$ cat src/rtl/cordic_iter_core.sv
// Iterative CORDIC engine: rotation (polar->rect) or vectoring (rect->polar), one
// micro-rotation per clka cycle, with quadrant pre-rotation and saturated outputs.
module cordic_iter_core #(
  parameter int WIDTH = 16,
  parameter int ITERS = 14,
  parameter int GUARD = 2
) (
  input  logic                    clka,
  input  logic                    reset,
  input  logic                    start,
  input  logic                    mode,
  input  logic signed [WIDTH-1:0] x_in,
  input  logic signed [WIDTH-1:0] y_in,
  input  logic signed [WIDTH-1:0] z_in,
  output logic signed [WIDTH-1:0] x_out,
  output logic signed [WIDTH-1:0] y_out,
  output logic signed [WIDTH-1:0] z_out,
  output logic                    busy,
  output logic                    done
);

  localparam int XW = WIDTH + 2 + GUARD;
  localparam int ZW = WIDTH + GUARD;
  localparam int CW = $clog2(ITERS + 1);

  localparam logic signed [ZW-1:0] Z_QUARTER = {2'b01, {(ZW-2){1'b0}}};
  localparam logic signed [XW:0]   X_HALF    = (XW+1)'((1 << GUARD) >> 1);
  localparam logic signed [ZW-1:0] Z_HALF    = ZW'((1 << GUARD) >> 1);
  localparam logic signed [XW:0]   SAT_MAX   = (XW+1)'((1 << (WIDTH-1)) - 1);
  localparam logic signed [XW:0]   SAT_MIN   = ~SAT_MAX;

  typedef enum logic [1:0] {
    S_IDLE,
    S_LOAD,
    S_ITER,
    S_DONE
  } state_t;

  state_t r_state;
  state_t w_next;

  logic                    r_mode;
  logic signed [WIDTH-1:0] r_x_in;
  logic signed [WIDTH-1:0] r_y_in;
  logic signed [WIDTH-1:0] r_z_in;
  logic signed [XW-1:0]    r_x;
  logic signed [XW-1:0]    r_y;
  logic signed [ZW-1:0]    r_z;
  logic [CW-1:0]           r_cnt;
  logic signed [WIDTH-1:0] r_x_out;
  logic signed [WIDTH-1:0] r_y_out;
  logic signed [WIDTH-1:0] r_z_out;
  logic                    r_done;

  logic signed [XW-1:0]    w_x_ext;
  logic signed [XW-1:0]    w_y_ext;
  logic signed [ZW-1:0]    w_z_ext;
  logic signed [XW-1:0]    w_x0;
  logic signed [XW-1:0]    w_y0;
  logic signed [ZW-1:0]    w_z0;
  logic signed [XW-1:0]    w_x_sh;
  logic signed [XW-1:0]    w_y_sh;
  logic signed [ZW-1:0]    w_atan;
  logic                    w_d_pos;
  logic signed [XW-1:0]    w_x_n;
  logic signed [XW-1:0]    w_y_n;
  logic signed [ZW-1:0]    w_z_n;
  logic signed [XW:0]      w_x_rnd;
  logic signed [XW:0]      w_y_rnd;
  logic signed [WIDTH-1:0] w_z_rnd;

  // atan(2^-i) scaled so that 2^32 spans a full turn
  function automatic logic [31:0] atan32(input int unsigned idx);
    case (idx)
      0:  atan32 = 32'h20000000;
      1:  atan32 = 32'h12E4051E;
      2:  atan32 = 32'h09FB385B;
      3:  atan32 = 32'h051111D4;
      4:  atan32 = 32'h028B0D43;
      5:  atan32 = 32'h0145D7E1;
      6:  atan32 = 32'h00A2F61E;
      7:  atan32 = 32'h00517C55;
      8:  atan32 = 32'h0028BE53;
      9:  atan32 = 32'h00145F2F;
      10: atan32 = 32'h000A2F98;
      11: atan32 = 32'h000517CC;
      12: atan32 = 32'h00028BE6;
      13: atan32 = 32'h000145F3;
      14: atan32 = 32'h0000A2FA;
      15: atan32 = 32'h0000517D;
      16: atan32 = 32'h000028BE;
      17: atan32 = 32'h0000145F;
      18: atan32 = 32'h00000A30;
      19: atan32 = 32'h00000518;
      20: atan32 = 32'h0000028C;
      21: atan32 = 32'h00000146;
      22: atan32 = 32'h000000A3;
      23: atan32 = 32'h00000051;
      24: atan32 = 32'h00000029;
      25: atan32 = 32'h00000014;
      26: atan32 = 32'h0000000A;
      27: atan32 = 32'h00000005;
      28: atan32 = 32'h00000003;
      29: atan32 = 32'h00000001;
      30: atan32 = 32'h00000001;
      default: atan32 = '0;
    endcase
  endfunction

  function automatic logic signed [WIDTH-1:0] sat(input logic signed [XW:0] v);
    if (v > SAT_MAX) begin
      sat = WIDTH'(SAT_MAX);
    end else if (v < SAT_MIN) begin
      sat = WIDTH'(SAT_MIN);
    end else begin
      sat = WIDTH'(v);
    end
  endfunction

  assign w_x_ext = XW'(r_x_in) <<< GUARD;
  assign w_y_ext = XW'(r_y_in) <<< GUARD;
  assign w_z_ext = ZW'(r_z_in) <<< GUARD;

  // Fold the operand into the +/-90 degree band the micro-rotations can reach
  always_comb begin
    w_x0 = w_x_ext;
    w_y0 = w_y_ext;
    w_z0 = r_mode ? '0 : w_z_ext;
    if (!r_mode) begin
      case (r_z_in[WIDTH-1 -: 2])
        2'b01: begin
          w_x0 = -w_y_ext;
          w_y0 = w_x_ext;
          w_z0 = w_z_ext - Z_QUARTER;
        end
        2'b10: begin
          w_x0 = w_y_ext;
          w_y0 = -w_x_ext;
          w_z0 = w_z_ext + Z_QUARTER;
        end
        default: ;
      endcase
    end else if (r_x_in[WIDTH-1]) begin
      if (!r_y_in[WIDTH-1]) begin
        w_x0 = w_y_ext;
        w_y0 = -w_x_ext;
        w_z0 = Z_QUARTER;
      end else begin
        w_x0 = -w_y_ext;
        w_y0 = w_x_ext;
        w_z0 = -Z_QUARTER;
      end
    end
  end

  assign w_x_sh  = r_x >>> r_cnt;
  assign w_y_sh  = r_y >>> r_cnt;
  assign w_atan  = ZW'(atan32(32'(r_cnt)) >> (32 - ZW));
  assign w_d_pos = r_mode ? r_y[XW-1] : ~r_z[ZW-1];

  always_comb begin
    w_x_n = r_x + w_y_sh;
    w_y_n = r_y - w_x_sh;
    w_z_n = r_z + w_atan;
    if (w_d_pos) begin
      w_x_n = r_x - w_y_sh;
      w_y_n = r_y + w_x_sh;
      w_z_n = r_z - w_atan;
    end
  end

  // Round-half-up on the guard bits; z wraps naturally as a binary angle
  assign w_x_rnd = ((XW+1)'(r_x) + X_HALF) >>> GUARD;
  assign w_y_rnd = ((XW+1)'(r_y) + X_HALF) >>> GUARD;
  assign w_z_rnd = WIDTH'((r_z + Z_HALF) >>> GUARD);

  always_comb begin
    w_next = r_state;
    busy   = 1'b0;
    case (r_state)
      S_IDLE: begin
        if (start) begin
          w_next = S_LOAD;
        end
      end
      S_LOAD: begin
        busy   = 1'b1;
        w_next = S_ITER;
      end
      S_ITER: begin
        busy = 1'b1;
        if (r_cnt == CW'(ITERS - 1)) begin
          w_next = S_DONE;
        end
      end
      S_DONE: begin
        w_next = S_IDLE;
      end
      default: begin
        w_next = S_IDLE;
      end
    endcase
  end

  always_ff @(posedge clka or posedge reset) begin
    if (reset) begin
      r_state <= S_IDLE;
      r_mode  <= 1'b0;
      r_x_in  <= '0;
      r_y_in  <= '0;
      r_z_in  <= '0;
      r_x     <= '0;
      r_y     <= '0;
      r_z     <= '0;
      r_cnt   <= '0;
      r_x_out <= '0;
      r_y_out <= '0;
      r_z_out <= '0;
      r_done  <= 1'b0;
    end else begin
      r_state <= w_next;
      r_done  <= 1'b0;
      case (r_state)
        S_IDLE: begin
          if (start) begin
            r_mode <= mode;
            r_x_in <= x_in;
            r_y_in <= y_in;
            r_z_in <= z_in;
          end
        end
        S_LOAD: begin
          r_x   <= w_x0;
          r_y   <= w_y0;
          r_z   <= w_z0;
          r_cnt <= '0;
        end
        S_ITER: begin
          r_x   <= w_x_n;
          r_y   <= w_y_n;
          r_z   <= w_z_n;
          r_cnt <= r_cnt + CW'(1);
        end
        S_DONE: begin
          r_x_out <= sat(w_x_rnd);
          r_y_out <= sat(w_y_rnd);
          r_z_out <= w_z_rnd;
          r_done  <= 1'b1;
          r_cnt   <= '0;
        end
        default: ;
      endcase
    end
  end

  assign x_out = r_x_out;
  assign y_out = r_y_out;
  assign z_out = r_z_out;
  assign done  = r_done;

endmodule

$ cat config.mk
export PLATFORM = sky130hd
export DESIGN_NAME = cordic_iter_core
export DESIGN_NICKNAME = d
export VERILOG_FILES = /design/src/rtl/cordic_iter_core.sv
export SDC_FILE = /design/constraint.sdc
export NUM_CORES = 1
export LEC_CHECK = 0
export ABC_AREA = 1
export BUFFER_PORTS_ARGS = -buffer_cell sky130_fd_sc_hd__buf_2
export CORE_MARGIN = 5
export CORE_UTILIZATION = 40
export CTS_BUF_LIST = sky130_fd_sc_hd__clkbuf_8
export DETAILED_ROUTE_END_ITERATION = 10
export GPL_TIMING_DRIVEN = 0
export HOLD_SLACK_MARGIN = 0.15
export SLEW_MARGIN = 40
export SYNTH_ARGS = -nofsm -noshare
export SYNTH_HDL_FRONTEND = slang
export SYNTH_SLANG_ARGS = --single-unit
$ cat constraint.sdc
create_clock -name clka -period 13.85 [get_ports clka]
set_input_delay 1.385 -clock clka [delete_from_list [all_inputs] [get_ports clka]]
set_output_delay 1.385 -clock clka [all_outputs]
set_load 0.03 [all_outputs]
-- Yosys cells after proc, flatten, opt, wreduce, memory -nomap -nowiden
Memories as Yosys holds them, arrays and structs flattened.
Index checks and enable logic that the tools add are counted.
- register bits: 162
- memory bits (read-only): 480
- output and inout port bits: 50
- logic and storage cells: 80
- memories kept: 1
- add/subtract/negate cells: 14
- order comparisons: 4
- eq/ne operators: 8
- shift operators: 2
- mux-type cells: 30
- bitwise operators: 1
- reduce and logical (&&, ||, !) cells: 7
- memories (name ; depth ; bits a word ; read ports ; clocked after memory_dff ; write ports ; line ; source):
    (name not given) ; 16 ; 30 ; 1 ; 0 ; 0 ; 74 ; case (idx)
- operator list (kind ; number):
    two-way mux 20 bit ; 8
    case mux 20 bit (2 select lines) ; 4
    two-way mux 18 bit ; 5
    case mux 18 bit (2 select lines) ; 2
    two-way mux 16 bit ; 4
    adder 20 x 3 -> 21 bit (second input constant) ; 2
    adder 20 bit ; 2
    negation 18 -> 20 bit ; 2
    >>> shifter 20 x 4 -> 20 bit ; 2
    subtractor 20 bit ; 2
    greater-than comparator 19 x 16 -> 1 bit (second input constant) ; 2
    < comparator 19 x 16 -> 1 bit (second input constant) ; 2
    adder 18 bit ; 1
    adder 18 bit (second input constant) ; 1
    adder 18 x 3 -> 18 bit (second input constant) ; 1
    subtractor 18 bit ; 1
    subtractor 18 bit (second input constant) ; 1
    case mux 2 bit (4 select lines) ; 1
    case mux 4 bit (2 select lines) ; 1
    equality test 2 bit (second input constant) ; 3
    adder 4 x 1 -> 4 bit (second input constant) ; 1
    equality test 2 x 1 -> 1 bit (second input constant) ; 2
    equality test 4 bit (second input constant) ; 1
    two-way mux 2 bit ; 2
    7 further kinds ; 13

-- Depth between registers and ports, before layout
- word-level depth: 5
- depth in mapped cells: 30
- mapped depth without buffers: 28

-- Worst setup path before layout
OpenSTA, ideal clock, no wires.
- path kind: register -> register
- from: reg r_cnt[0]
- to: reg r_z[16]
- data arrival time: 3.568 ns
- path slack: 10.200 ns
- cell stages (with the launch flop): 25
- period minus slack after synthesis: 3.650 ns
- cell sequence: dfrtp_1 buf_6 inv_2 buf_6 buf_6 ha_1 inv_1 o21ai_0 o21ai_1 ha_1 nand3_1 nor2_1 nand3_1 a21oi_1 or2_2 xor2_1 ha_1 nand2_1 nor3_1 nand3_1 o2111ai_1 a211oi_1 xor2_1 nand2_1 a31oi_1
- cells in the longest elaborated chain, start to end: 4
- elaborated cells on any way between the ends: 5
- those cells by class: add/sub (2); mux (2); memory (1)
- ends and longest elaborated chain (item ; line ; source):
    from (decl) ; 49 ; logic [CW-1:0] r_cnt;
    from (signal assigned) ; 242 ; r_cnt <= r_cnt + CW'(1);
    memory read (16 x 30 bit) (*) ; -- ;
    adder 18 bit or subtractor 18 bit (tied branches) ; 164, 168 ;
    two-way mux 18 bit (*) ; 165 ; if (w_d_pos) begin
    case mux 18 bit (2 select lines) (*) ; 223 ; case (r_state)
    to (signal assigned) ; 235 ; r_z <= w_z0;
    to (signal assigned) ; 241 ; r_z <= w_z_n;
    to (decl) ; 48 ; logic signed [ZW-1:0] r_z;
Every way passes the cells marked *; elsewhere a longest branch is shown, timed or not.
A chain may end at the register's enable or synchronous reset.

-- Final worst setup path
- from: reg r_mode
- to: reg r_y[7]
- cells in the longest elaborated chain, start to end: 3
- elaborated cells on any way between the ends: 4
- those cells by class: mux (4)
- ends and longest elaborated chain (item ; line ; source):
    from (decl) ; 42 ; logic r_mode;
    from (signal assigned) ; 226 ; r_mode <= mode;
    two-way mux 1 bit ; 159 ; assign w_d_pos = r_mode ? r_y[XW-1] : ~r_z[ZW-1];
    two-way mux 20 bit ; 165 ;
    case mux 20 bit (2 select lines) (*) ; 223 ;
    to (signal assigned) ; 234 ; r_y <= w_y0;
    to (signal assigned) ; 240 ; r_y <= w_y_n;
    to (decl) ; 47 ; logic signed [XW-1:0] r_y;
Marks and branches as above.

==> flow_summary_export.csv <==
group,metric,value,unit
global_routing,globalRouteTotalUtil,0.318,
worst_hold_path,hold_path_startpoint,"z_out[0]$_DFFE_PP0P_",
clocking,cts.reportedPaths.clkPinSlew,0.11,ns
synthesis,ys_dominant_reg_cell,"sky130_fd_sc_hd__dfrtp_1",
floorplan,core.rowCount,71,
clocking,cts_post_setup_buffers_inserted,0,
worst_setup_path,cp_data_arrival_time,5.30,ns
floorplan,die-area,0.0425,mm^2
final_layout,area_delta_synth_final,10.8,%
synthesis,synth_largest_area_cell,"sky130_fd_sc_hd__dfrtp_1",
floorplan,num_io_pins,102,
clocking,cts.root.buffer_cell,"sky130_fd_sc_hd__clkbuf_8",
synthesis,synth.lib_cells_used.distinct,55,
synthesis,yosys-top-cells-count,"sky130_fd_sc_hd__nand2_1 (518), sky130_fd_sc_hd__inv_1 (245), sky130_fd_sc_hd__a21oi_1 (239)",
synthesis,yosysMostFrequentCell,"sky130_fd_sc_hd__nand2_1",
worst_setup_path,required,14.25,ns
run_status,outcome,"finished clean",
route,detail_route.iter0.violations,1592,
timing,finalClockSkew,0.0158,ns
timing,max_freq,204,MHz
synthesis,synthesis.instances,2348,
clocking,cts_inserted_buffers,17,
floorplan,core_area,0.0378,mm^2
timing,slew_headroom,0.437,
route,finalWirelength,68.0,mm
worst_setup_path,worstSetupEndpointType,"flip-flop",
job,maxCapViolations,0,
global_routing,grt_antenna_before_repair,0,
final_layout,post-route-util,0.451,
timing,timing.final.max_slew_violations,0,
synthesis,synth_top_cell_area_share,0.263,
synthesis,yosys_register_bits,162,
route,drc,0,
worst_setup_path,worst-path-max-fanout,10,
final_layout,sequential_cell_area_in_the_final_layout,0.00405,mm^2
synthesis,edff_count_synth,0,
route,drt_pre_antenna_iters,5,
synthesis,yosysWarningCount,0,
worst_setup_path,crit-reg2reg-launch,"r_mode$_DFFE_PP0P_",
synthesis,synth_area,0.0154,mm^2
synthesis,synth.yosys.seq_area_share,0.263,
timing,hold_violations,0,
global_routing,grt_pass1_wl,102,mm
clocking,cts-htree-levels,4,
floorplan,initial_utilization,0.407,
final_layout,diodes,0,
timing,layout_min_cycle_time,4.90,ns
place,post-dp-hpwl,55.6,mm
timing,accumulated_negative_setup_slack,0,ns
worst_setup_path,reg2reg_slack,8.95,ns
timing,final-setup-viol-count,0,
floorplan,die_w,206,um
global_routing,first_global_vias,16500,
route,routedWlPerCell,22.7,um
global_routing,grt_max_degree,66,
worst_hold_path,hold_end,"z_out[0]$_DFFE_PP0P_",
worst_setup_path,r2r_end,"r_y[7]$_DFFE_PP0P_",
worst_hold_path,hold_path_depth,2,
timing,grt_setup_unrepaired,"false",
timing,worst_pin_slew,0.844,ns
worst_setup_path,critPathLaunchType,"flip-flop",
final_layout,post_route_cell_area,0.0171,mm^2
final_layout,final_layout_size_suffix_gt1_frac,0.0978,
final_layout,finish.net_count,2612,
clocking,clockBufferDepth,2,
worst_setup_path,timing.reg2reg.worst_path_depth,16,
route,detail_route.vias_per_cell,5.72,
synthesis,async_flop_share,1.00,
clocking,cts_hold_buf,0,
global_routing,global_route.overflow_total,0,
worst_setup_path,criticalPathCategory,"reg2reg",
synthesis,avgSynthCellArea,6.56,um^2
final_layout,layout.filler_cells,4087,
timing,timing.final.crit_share,0.354,
route,drtAntennaViolNets,0,
place,gpl.final_weighted_congestion,1.00,
clocking,clock_insertion_delay_worst_skew,0.55,ns
floorplan,die-height,206,um
clocking,cts_tree,"yes",
synthesis,synthesized_net_count,2488,
clocking,clock_sink_count,162,
worst_hold_path,min_path_type,"reg2reg",
clocking,ctsResizeCount,0,
final_layout,multi_input_area,0.00991,mm^2
place,postPlaceCellArea,0.0166,mm^2
synthesis,netlist_top_cells_area,"sky130_fd_sc_hd__dfrtp_1 (26%), sky130_fd_sc_hd__nand2_1 (13%), sky130_fd_sc_hd__a21oi_1 (7.8%)",
route,vias,17100,
place,place.port_buffers,101,
==> critical path, cell delays in order, from the launching register on <==
cell,delay (ns)
sky130_fd_sc_hd__dfrtp_1,0.51
sky130_fd_sc_hd__inv_1,0.31
sky130_fd_sc_hd__nand2_1,0.15
sky130_fd_sc_hd__nand2_1,0.38
sky130_fd_sc_hd__clkinv_1,0.45
sky130_fd_sc_hd__clkbuf_1,0.42
sky130_fd_sc_hd__nand2_1,0.18
sky130_fd_sc_hd__xor2_1,0.18
sky130_fd_sc_hd__inv_1,0.06
sky130_fd_sc_hd__ha_1,0.34
sky130_fd_sc_hd__a21oi_1,0.27
sky130_fd_sc_hd__a21boi_0,0.32
sky130_fd_sc_hd__o21ai_0,0.27
sky130_fd_sc_hd__a21oi_1,0.22
sky130_fd_sc_hd__xnor2_1,0.10
sky130_fd_sc_hd__o21ai_0,0.42
sky130_fd_sc_hd__o21ai_0,0.16
==> layout make-up <==
| type | count | share of cell area |
|---|---|---|
| multi-input combinational | 1830 | 0.581 |
| tap | 511 | 0.0375 |
| clock buffer | 18 | 0.0145 |
| inverter | 254 | 0.0563 |
| clock inverter | 14 | 0.0103 |
| buffer | 102 | 0.0289 |
| sequential | 162 | 0.238 |
| timing repair buffer | 105 | 0.0339 |
==> cell families (layout without fill, tap and decap cells) <==
logic type / Yosys count / in the layout / synth area share
adders and majority gates: 88 / 88 / 0.0729
and+or+nand+nor: 1036 / 1036 / 0.284
buffers and inverters: 356 / 493 / 0.0936
DFF: 162 / 162 / 0.263
muxes: 14 / 14 / 0.0102
AOI/OAI and AO/OA: 597 / 597 / 0.221
xor gates and xnor gates: 95 / 95 / 0.0550
==> state kept, by name, summed over array words and instances (netlist names) <==
| name | cells |
|---|---|
| x_out | 16 |
| r_x | 20 |
| r_y | 20 |
| r_y_in | 16 |
| r_z_in | 16 |
| r_cnt | 4 |
| r_x_in | 16 |
| r_state | 2 |
| r_z | 18 |
| done | 1 |
| z_out | 16 |
| r_mode | 1 |
| y_out | 16 |
==> worst max-delay path by stage <==
stage                         start                    end  slack [ns]  cells after the start
2_1_floorplan                 reset         done$_DFF_PP0_        8.09                      1
3_3_place_gp                  reset  r_y_in[8]$_DFFE_PP0P_        5.89                      2
3_5_place_dp     r_mode$_DFFE_PP0P_     r_y[7]$_DFFE_PP0P_        9.07                     16
4_1_cts          r_mode$_DFFE_PP0P_     r_y[7]$_DFFE_PP0P_        9.01                     16
5_1_grt        r_cnt[1]$_DFFE_PP0P_    r_x[19]$_DFFE_PP0P_        8.66                     26
6_report         r_mode$_DFFE_PP0P_     r_y[7]$_DFFE_PP0P_        8.95                     16
==> placed cells by master (no fill, tap or decap), types with 20 or more instances in the layout <==
cell | netlist | routed
sky130_fd_sc_hd__inv_1 | 245 | 244
sky130_fd_sc_hd__nor2_1 | 230 | 229
sky130_fd_sc_hd__buf_2 | 17 | 118
sky130_fd_sc_hd__xnor2_1 | 24 | 24
sky130_fd_sc_hd__nor3_1 | 25 | 25
sky130_fd_sc_hd__clkbuf_1 | 66 | 62
sky130_fd_sc_hd__a22oi_1 | 20 | 20
sky130_fd_sc_hd__a21oi_1 | 239 | 239
sky130_fd_sc_hd__dfrtp_1 | 162 | 162
sky130_fd_sc_hd__nand3_1 | 203 | 203
sky130_fd_sc_hd__ha_1 | 85 | 85
sky130_fd_sc_hd__o21ai_0 | 196 | 195
sky130_fd_sc_hd__nand2_1 | 518 | 518
sky130_fd_sc_hd__xor2_1 | 69 | 69
==> routing by layer <==
| metal | share of wire | vias to the layer above | track usage |
|---|---|---|---|
| met4 | 0.042 | 0 | 0.122 |
| met1 | 0.43 | 8128 | 0.419 |
| met2 | 0.46 | 711 | 0.523 |
| li1 | - | 8149 | - |
| met3 | 0.064 | 153 | 0.0530 |
| met5 | 0 | - | 0 |
==> stage by stage <==
step           hold WS (ns)  cells  setup slack, ns
6_report              0.482   2996             8.95
5_1_grt               0.507   2996             8.66
4_1_cts               0.483   2995             9.01
3_5_place_dp          0.455   2963             9.07
3_3_place_gp          0.455   2960             5.89
2_1_floorplan         0.480   2348             8.09
Power is left out: the tool's default activity adds up to more than one toggle a clock period on the data nets, which glitch-free logic cannot reach.
